`config.mk`:
```
export PLATFORM = sky130hd
export DESIGN_NAME = accm_demod_flat
export DESIGN_NICKNAME = d
export VERILOG_FILES = /design/src/rtl/accm_demod_pkg.sv /design/src/rtl/accm_demod_if.sv /design/src/rtl/accm_demod_lock.sv /design/src/rtl/accm_demod.sv /design/src/flat_wrapper.sv
export SDC_FILE = /design/constraint.sdc
export NUM_CORES = 1
export LEC_CHECK = 0
export CORE_MARGIN = 3
export CORE_UTILIZATION = 50
export DETAILED_ROUTE_END_ITERATION = 6
export DONT_BUFFER_PORTS = 1
export GPL_ROUTABILITY_DRIVEN = 0
export HOLD_SLACK_MARGIN = 0.15
export PLACE_DENSITY = 0.68
export SKIP_LAST_GASP = 1
export SYNTH_ARGS = -nofsm -noshare
export SYNTH_HDL_FRONTEND = slang
export SYNTH_SLANG_ARGS = --single-unit
```
`constraint.sdc`:
```
create_clock -name clk -period 4.8 [get_ports clk]
set_input_delay 0.24 -clock clk [delete_from_list [all_inputs] [get_ports clk]]
set_output_delay 0.24 -clock clk [all_outputs]
set_load 0.03 [all_outputs]
```
`src/rtl/accm_demod_pkg.sv`:
```
// Shared defaults and types for the accumulator-modulator bitstream demodulator.
// Latency: n/a (declarations only).
// Backpressure: n/a.
package accm_demod_pkg;

    localparam int ACCM_W      = 8;   // code width; window is 2^W samples
    localparam int ACCM_LOCK_N = 4;   // agreeing window pairs needed for lock
    localparam int ACCM_TOL    = 1;   // max |new - old| still counted as agreement

    localparam int WIN_LAST = (1 << ACCM_W) - 1;

    // Ones count over a full window needs one extra bit to hold 2^W.
    typedef logic [ACCM_W:0] cnt_t;

    function automatic int win_last(input int w);
        return (1 << w) - 1;
    endfunction

endpackage

```
`src/rtl/accm_demod_if.sv`:
```
// Bus bundle between the Mx line source and the demodulator.
// Latency: n/a (wires only).
// Backpressure: none; ce paces everything, the demod never stalls the source.
// master: drives ce/st/Mx, observes Q/valid/lock/ovf.  slave: the demodulator.
interface accm_demod_if
    import accm_demod_pkg::*;
#(
    parameter int W = ACCM_W
);
    logic         ce;
    logic         st;
    logic         Mx;
    logic [W-1:0] Q;
    logic         valid;
    logic         lock;
    logic         ovf;

    modport master (output ce, st, Mx, input Q, valid, lock, ovf);
    modport slave  (input ce, st, Mx, output Q, valid, lock, ovf);
endinterface

```
`src/rtl/accm_demod_lock.sv`:
```
// Lock detector: counts consecutive window codes that agree within TOL.
// Latency: lock updates on the same edge as the window-end code.
// Backpressure: none; evaluates only when upd is pulsed.
// Ports: clk, rst (sync, active-high), clr (window restart), upd (window end),
//        code_new (code being committed), code_old (previous code), lock.
module accm_demod_lock
    import accm_demod_pkg::*;
#(
    parameter int W      = ACCM_W,
    parameter int LOCK_N = ACCM_LOCK_N,
    parameter int TOL    = ACCM_TOL
) (
    input  logic         clk,
    input  logic         rst,
    input  logic         clr,
    input  logic         upd,
    input  logic [W-1:0] code_new,
    input  logic [W-1:0] code_old,
    output logic         lock
);
    localparam int            SW       = $clog2(LOCK_N + 1);
    localparam logic [SW-1:0] STAB_MAX = SW'(LOCK_N);

    logic [SW-1:0] stab_q, stab_d;
    logic          have_prev_q, have_prev_d;
    logic          lock_q, lock_d;
    logic [W-1:0]  diff;
    logic          agree;

    assign diff  = (code_new >= code_old) ? (code_new - code_old) : (code_old - code_new);
    assign agree = (diff <= W'(TOL));

    always_comb begin
        stab_d      = stab_q;
        have_prev_d = have_prev_q;
        lock_d      = lock_q;
        if (clr) begin
            stab_d      = '0;
            have_prev_d = 1'b0;
            lock_d      = 1'b0;
        end else if (upd) begin
            if (!have_prev_q) begin
                // First window after restart has nothing to compare against.
                have_prev_d = 1'b1;
                stab_d      = '0;
            end else if (agree) begin
                stab_d = (stab_q == STAB_MAX) ? stab_q : stab_q + 1'b1;
            end else begin
                stab_d = '0;
            end
            lock_d = (stab_d == STAB_MAX);
        end
    end

    always_ff @(posedge clk) begin
        if (rst) begin
            stab_q      <= '0;
            have_prev_q <= 1'b0;
            lock_q      <= 1'b0;
        end else begin
            stab_q      <= stab_d;
            have_prev_q <= have_prev_d;
            lock_q      <= lock_d;
        end
    end

    assign lock = lock_q;

endmodule

```
`src/rtl/accm_demod.sv`:
```
// Recovers a W-bit code by counting ones in the Mx bitstream over 2^W ce samples.
// Latency: Q/valid/ovf/lock update one clk after the window's last ce cycle.
// Backpressure: none; samples are taken on every ce, valid is a bare strobe.
// Ports: clk, rst (sync, active-high), bus (slave modport: ce, st, Mx in;
//        Q, valid, lock, ovf out).
module accm_demod
    import accm_demod_pkg::*;
#(
    parameter int W      = ACCM_W,
    parameter int LOCK_N = ACCM_LOCK_N,
    parameter int TOL    = ACCM_TOL
) (
    input  logic         clk,
    input  logic         rst,
    accm_demod_if.slave  bus
);
    localparam logic [W-1:0] WCNT_LAST = W'(win_last(W));

    logic [W-1:0] wcnt_q, wcnt_d;
    logic [W:0]   ones_q, ones_d;
    logic [W:0]   sum;
    logic [W-1:0] q_q, q_d;
    logic         valid_q, valid_d;
    logic         ovf_q, ovf_d;
    logic         win_end;
    logic         lock;

    // st wins over a coincident ce, so that sample never closes a window.
    assign win_end = bus.ce && !bus.st && (wcnt_q == WCNT_LAST);
    assign sum     = ones_q + {{W{1'b0}}, bus.Mx};

    always_comb begin
        wcnt_d  = wcnt_q;
        ones_d  = ones_q;
        q_d     = q_q;
        valid_d = 1'b0;
        ovf_d   = ovf_q;
        if (bus.st) begin
            wcnt_d = '0;
            ones_d = '0;
            ovf_d  = 1'b0;
        end else if (bus.ce) begin
            if (win_end) begin
                // ones holds at most 2^W-1 before the last sample, so sum[W]
                // is set exactly when the window was all ones.
                q_d     = sum[W] ? WCNT_LAST : sum[W-1:0];
                valid_d = 1'b1;
                ovf_d   = ovf_q | sum[W];
                wcnt_d  = '0;
                ones_d  = '0;
            end else begin
                wcnt_d = wcnt_q + 1'b1;
                ones_d = sum;
            end
        end
    end

    always_ff @(posedge clk) begin
        if (rst) begin
            wcnt_q  <= '0;
            ones_q  <= '0;
            q_q     <= '0;
            valid_q <= 1'b0;
            ovf_q   <= 1'b0;
        end else begin
            wcnt_q  <= wcnt_d;
            ones_q  <= ones_d;
            q_q     <= q_d;
            valid_q <= valid_d;
            ovf_q   <= ovf_d;
        end
    end

    // Compare the code about to be committed against the one currently held.
    accm_demod_lock #(
        .W      (W),
        .LOCK_N (LOCK_N),
        .TOL    (TOL)
    ) u_lock (
        .clk      (clk),
        .rst      (rst),
        .clr      (bus.st),
        .upd      (win_end),
        .code_new (q_d),
        .code_old (q_q),
        .lock     (lock)
    );

    assign bus.Q     = q_q;
    assign bus.valid = valid_q;
    assign bus.ovf   = ovf_q;
    assign bus.lock  = lock;

endmodule

```
`src/flat_wrapper.sv`:
```
// flat-port wrapper written by rule: the top's interface ports become plain ports
module accm_demod_flat import accm_demod_pkg::*;
#(
    parameter int W      = ACCM_W,
    parameter int LOCK_N = ACCM_LOCK_N,
    parameter int TOL    = ACCM_TOL
)
  (clk, rst, bus_ce, bus_st, bus_Mx, bus_Q, bus_valid, bus_lock, bus_ovf);
  accm_demod_if #(.W(W)) bus_i ();
  input  logic clk;
  input  logic rst;
  input wire logic [$bits(bus_i.ce)-1:0] bus_ce;
  input wire logic [$bits(bus_i.st)-1:0] bus_st;
  input wire logic [$bits(bus_i.Mx)-1:0] bus_Mx;
  output wire logic [$bits(bus_i.Q)-1:0] bus_Q;
  output wire logic [$bits(bus_i.valid)-1:0] bus_valid;
  output wire logic [$bits(bus_i.lock)-1:0] bus_lock;
  output wire logic [$bits(bus_i.ovf)-1:0] bus_ovf;
  assign bus_i.ce = bus_ce;
  assign bus_i.st = bus_st;
  assign bus_i.Mx = bus_Mx;
  assign bus_Q = bus_i.Q;
  assign bus_valid = bus_i.valid;
  assign bus_lock = bus_i.lock;
  assign bus_ovf = bus_i.ovf;
  accm_demod #(.W(W), .LOCK_N(LOCK_N), .TOL(TOL)) u_core (.clk(clk), .rst(rst), .bus(bus_i));
endmodule
```
# Yosys cells after proc, flatten, opt, wreduce, memory -nomap -nowiden
# Index checks and enable logic that the tools add are counted.
[classes]
addsub = 5
magnitude_cmp = 2
n_eq_ne = 3
n_mux = 13
bitwise_logic = 2
reduce_logical = 6
[ops]
columns = ["operator", "n"]
rows = [
  ["8-bit two-way mux", 6],
  ["8-bit subtractor", 2],
  ["3-bit two-way mux", 5],
  ["9-bit by 1-bit adder with 9-bit output", 1],
  ["9-bit two-way mux", 1],
  ["8-bit by 1-bit adder with 8-bit output (second input constant)", 1],
  ["8-bit equality test (second input constant)", 1],
  ["8-bit greater-or-equal comparator", 1],
  ["8-bit by 1-bit <= comparator with 1-bit output (second input constant)", 1],
  ["3-bit equality test (second input constant)", 2],
  ["3-bit by 1-bit adder with 3-bit output (second input constant)", 1],
  ["3-bit OR reduction", 1],
  ["1-bit logical AND", 2],
  ["2-bit AND reduction", 1],
  ["2-bit OR reduction", 1],
  ["1-bit logical NOT", 1],
  ["1-bit two-way mux", 1],
  ["1-bit inverter", 1],
  ["1-bit bitwise OR", 1],
]
[totals]
reg_bits = 32
in_bits = 5
output_inout_bits = 11
word_cells = 39

# Depth between registers and ports, before layout
[logic_depth]
ltp_word = 14
ltp_mapped = 19
ltp_nobuf = 18

# Modules after synthesis
# A second synthesis with hierarchy kept.
[unflattened]
cells_unflattened = 294
area_unflattened_um2 = 2443.6
[modules_own_cells]
columns = ["module", "instances", "cells_each", "area_each_um2", "seq_area_each_um2"]
rows = [
  ["accm_demod", 1, 155, 1363.8, 540.5],
  ["accm_demod_lock", 1, 139, 1079.8, 100.1],
]

# Least setup slack after synthesis
# Ideal clock, no wire load.
[synth_path]
path_kind = "flip-flop to flip-flop"
from = "reg u_core.ones_q[0]"
to = "reg u_core.u_lock.lock_q, in the netlist u_core.u_lock.lock"
setup_time_ns = 0.084
arrival_ns = 3.925
required_ns = 4.716
path_slack_ns = 0.790
stages_incl_launch_ff = 19
path_buffers = 1
period_less_slack_ns = 4.010
cell_sequence = "dfxtp_1 > ha_1 > ha_1 > and3_1 > and3_1 > nand3_1 > xnor2_1 > or2_2 > buf_2 > o22ai_1 > inv_1 > ha_1 > nor2b_1 > o2111ai_1 > a31oi_1 > or3_1 > a2111oi_4 > nor2_2 > o31ai_2"
[synth_via]
elab_chain_len = 13
elab_cells_between_ends = 15
cone_classes = "add/sub: 3; order compare: 2; eq/ne: 1; mux: 9"
[synth_rtl]
columns = ["element", "line_no", "source"]
rows = [
  ["start: declaration", "accm_demod.sv:20", "logic [W:0] ones_q, ones_d;"],
  ["start signal: assignment", "accm_demod.sv:67", "ones_q <= ones_d;"],
  ["9-bit by 1-bit adder with 9-bit output *", "accm_demod.sv:30", "assign sum = ones_q + {{W{1'b0}}, bus.Mx};"],
  ["8-bit two-way mux *", "accm_demod.sv:46", "q_d = sum[W] ? WCNT_LAST : sum[W-1:0];"],
  ["8-bit two-way mux *", "accm_demod.sv:43", "if (win_end) begin"],
  ["8-bit two-way mux *", "accm_demod.sv:42", "end else if (bus.ce) begin"],
  ["8-bit two-way mux *", "accm_demod.sv:38", "if (bus.st) begin"],
  ["net u_core.q_d[1]", "accm_demod.sv:22", "logic [W-1:0] q_q, q_d;"],
  ["8-bit subtractor or 8-bit greater-or-equal comparator (tied branches)", "accm_demod_lock.sv:30", "assign diff = (code_new >= code_old) ? (code_new - code_old) : (code_old - code_new);"],
  ["8-bit two-way mux *", "accm_demod_lock.sv:30", ""],
  ["8-bit by 1-bit <= comparator with 1-bit output *", "accm_demod_lock.sv:31", "assign agree = (diff <= W'(TOL));"],
  ["3-bit two-way mux *", "accm_demod_lock.sv:46", "end else if (agree) begin"],
  ["3-bit two-way mux *", "accm_demod_lock.sv:42", "if (!have_prev_q) begin"],
  ["3-bit two-way mux *", "accm_demod_lock.sv:41", "end else if (upd) begin"],
  ["3-bit two-way mux *", "accm_demod_lock.sv:37", "if (clr) begin"],
  ["3-bit equality test *", "accm_demod_lock.sv:51", "lock_d = (stab_d == STAB_MAX);"],
  ["end signal: assignment", "accm_demod_lock.sv:63", "lock_q <= lock_d;"],
  ["end: declaration", "accm_demod_lock.sv:26", "logic lock_q, lock_d;"],
]
# The timed path passes the listed nets; every way through them passes the cells marked *. The select of a mux whose other input is x is not followed.
# A chain may end at the register's enable or synchronous reset.

# Final worst setup path
# Same ends and word-level chain as after synthesis.

==> impl_metrics.py <==
metrics = {
    "yosys": {
        "synth_area_um2": 2220,
        "synth_top_family_by_area": "simple AND/OR/NAND/NOR gates",
        "syn_area_per_cell_um2": 8.02,
        "yosysMostFrequentCell": "nor2_1",
        "synth-compound-area-share_pct": 19.4,
        "ys_seq_area_share_pct": 28.8,
        "synth_top_area_share_pct": 28.8,
        "ys_async_sr_fraction_pct": 0,
        "synth-seq-cells": 32,
        "synth_edf_count": 0,
        "muxShareOfSynthArea_pct": 1.35,
        "yosys-top-cells-area": "dfxtp_1 29%, ha_1 11%, nor2_1 6.1%",
        "yosys.area.top_type": "dfxtp_1",
        "synth_fa_ha_area_share_pct": 13.1,
        "synthesis.instances": 277,
        "synthSimpleGateAreaFrac_pct": 24.0,
        "synth_common_cells": "36 x nor2_1, 32 x dfxtp_1, 20 x ha_1, 20 x inv_1, 18 x a21oi_1",
        "synth_fp_nets": 304,
        "yosys_warnings": 0,
        "synth_cell_type_count": 49,
        "synth_xor_area_share_pct": 7.10,
        "synth_top_flop_cell": "dfxtp_1",
    },
    "pwr": {
        "power_frac_clock_pct": 50.3,
        "leakagePower_nw": 0.994,
        "p_per_area_nw_per_um2": 237,
        "ir_drop_mv": 0.215,
        "p_seq_share_pct": 47.4,
        "switchingPower_w": 0.000109,
        "comb_power_share_pct": 2.3,
        "swShare_pct": 19.4,
        "intPower_w": 0.000454,
        "power_w": 0.000564,
    },
    "detailed_routing": {
        "vias_per_cell": 5.71,
        "initialDrtViolationCount": 96,
        "avgRoutedWirePerCell_um": 14.2,
        "num_vias": 1860,
        "drt-total-wl_mm": 4.62,
        "route.detailed.drc": 0,
        "postRouteAntennaNets": 0,
        "dr.pass1.iters": 4,
    },
    "run_status": {
        "status": "complete, no violations",
    },
    "timing": {
        "final_max_slew_viol_count": 0,
        "worstMarginPinSlew_ns": 0.527,
        "worst_slack_ns": 0.463,
        "period_needed_ns": 4.34,
        "rsz0062_at_grt": "false",
        "setup_viol": 0,
        "finalSetupTns_ns": 0,
        "fmax_ghz": 0.231,
        "hold_viol_final": 0,
        "final.period_utilization_pct": 90.3,
        "finClkSkew_ns": 0.00690,
        "maxSlewHeadroom_pct": 64.7,
    },
    "die": {
        "die_y_um": 72.6,
        "die-area_um2": 5280,
        "pin_count": 16,
        "start_util_pct": 53.6,
        "die_w_um": 72.6,
        "core-area_um2": 4140,
        "rows": 23,
    },
    "clock_network": {
        "postCtsSetupBuffers": 0,
        "worstSkewPairLatency_ns": 0.28,
        "cts-buffers-inserted": 5,
        "cts-root-buf": "clkbuf_8",
        "cts_tree": "yes",
        "cts-htree-levels": 2,
        "clkTransAtPathRegs_ns": 0.07,
        "cts.sinks": 32,
        "cts_buffer_depth": 2,
    },
    "job": {
        "maxCapViolations": 0,
    },
    "global_route": {
        "antenna_found_initial": 0,
        "grt_pass1_vias": 1708,
        "grt_overflow_total": 0,
        "grt_use_total_pct": 18.8,
        "grt_max_degree": 16,
        "grt_pass1_wl_mm": 7.76,
    },
    "critical_path": {
        "cp.required_ns": 5.00,
        "cp-start-kind": "flip-flop",
        "end_kind": "flip-flop",
        "cp_common_cell": "ha_1",
        "critPathTopFamily": "simple AND/OR/NAND/NOR gates",
        "worstPathMaxFanout": 8,
        "crit_chain": "ha_1 -> ha_1 -> and3_1 -> and3_1 -> nand3_1 -> xnor2_1 -> or2_2 -> o22ai_1 -> inv_1 -> ha_1 -> nor2b_1 -> o2111ai_1 -> a31oi_1 -> or3_1 -> a2111oi_4 -> nor2_2 -> o31ai_2",
        "cp_slowest_cell": "a2111oi_4",
        "criticalPathCategory": "flip-flop to flip-flop",
        "cp.arrival_ns": 4.54,
        "crit_buf_inv": 1,
        "slowest_delay_ns": 0.38,
    },
    "final_layout": {
        "fin_area_um2": 2380,
        "fin_nets": 302,
        "diodes": 0,
        "area_growth_pct": 7.27,
        "drive_gt1_share_pct": 6.88,
        "finish.utilization_pct": 57.5,
    },
    "worst_hold_path": {
        "hold_path_class": "primary input to flip-flop",
    },
    "place": {
        "post_dp_cell_area_um2": 2240,
        "place_hpwl_mm": 3.51,
        "portBuffers": 0,
        "pre_cts_slack_ns": 0.515,
    },
}
cell families after synthesis:
logic type	after synthesis
xor gates and xnor gates	18
buffers and inverters	33
DFF	32
muxes	3
and+or+nand+nor	104
adders and majority gates	22
AOI/OAI and AO/OA	65
what timing repair did:
| action | CTS | global route |
|---|---|---|
| hold buffers | 2 | 0 |
| hold endpoints to repair | 16 | 0 |
| resized for setup | 0 | 0 |
final cells by class:
class	count	area [µm²]
clock buffer	7	96.3
clock inverter	1	30.0
multi-input combinational	212	1440
tap	50	62.6
inverter	20	75.1
fill	389	1760
timing repair buffer	4	35.0
sequential	32	641
through the flow:
step / cells / hold slack (ns)
6_report: 326 / 0.166
3_3_place_gp: 316 / 0.315
2_1_floorplan: 277 / 0.440
5_1_grt: 326 / 0.184
4_1_cts: 326 / 0.164
3_5_place_dp: 316 / 0.316
power by group through the flow:
stage / combinational (W) / clock [W] / sequential (W)
after floorplan: 0.0000105 / 0 / 0.000273
after global placement: 0.00000926 / 0 / 0.000273
after detailed placement: 0.00000924 / 0 / 0.000273
after CTS: 0.0000130 / 0.000287 / 0.000267
after global routing: 0.0000149 / 0.000301 / 0.000267
final: 0.0000130 / 0.000283 / 0.000267
state kept, by name, summed over array words and instances, names as in the netlist:
register,flops
u_core.u_lock.have_prev_q,1
u_core.bus.Q,8
u_core.u_lock.lock,1
u_core.ones_q,9
u_core.wcnt_q,8
u_core.bus.valid,1
u_core.u_lock.stab_q,3
u_core.bus.ovf,1
worst min-delay path: stages:
cell and delay [ns]:
nand2_1 0.05, xor2_1 0.05, nor2_1 0.07
metal layers:
metal / track usage, % / vias to the layer above / share of wire, %
li1: - / 962 / -
met1: 23.7 / 851 / 48
met2: 30.0 / 40 / 45
met3: 7.44 / 7 / 6.1
met4: 5.12 / 0 / 1.4
met5: 0 / - / 0
placed cells by master (no fill, tap or decap), types with 2 or more instances in the layout:
cell / n
nor2b_1: 3
or3_1: 2
nor3b_1: 3
nand3_1: 13
dlygate4sd3_1: 2
xor2_1: 11
a211o_1: 2
or2_2: 4
xnor2_1: 7
fa_1: 2
nand3b_1: 3
nand2_1: 13
dfxtp_1: 32
nand2b_1: 8
mux2i_1: 3
and4b_1: 2
a21oi_1: 18
a21o_1: 2
a31oi_1: 4
buf_4: 2
o22ai_1: 9
ha_1: 20
nor2_1: 36
a22oi_1: 3
nand4_1: 7
inv_1: 20
o21ai_0: 13
and3_1: 4
nor3_1: 2
clkbuf_8: 7
worst paths after layout:
path / from / end / cells after the start / slack [ns]
hold / removal: bus_ce / u_core.wcnt_q[2] / 3 / 0.17
hold reg to reg: u_core.ones_q[0] / u_core.ones_q[0] / 2 / 0.47
setup / recovery: u_core.ones_q[0] / u_core.u_lock.lock / 17 / 0.46
setup reg to reg: u_core.ones_q[0] / u_core.u_lock.lock / 17 / 0.46
No activity file was read; power rests on OpenSTA's default activity.
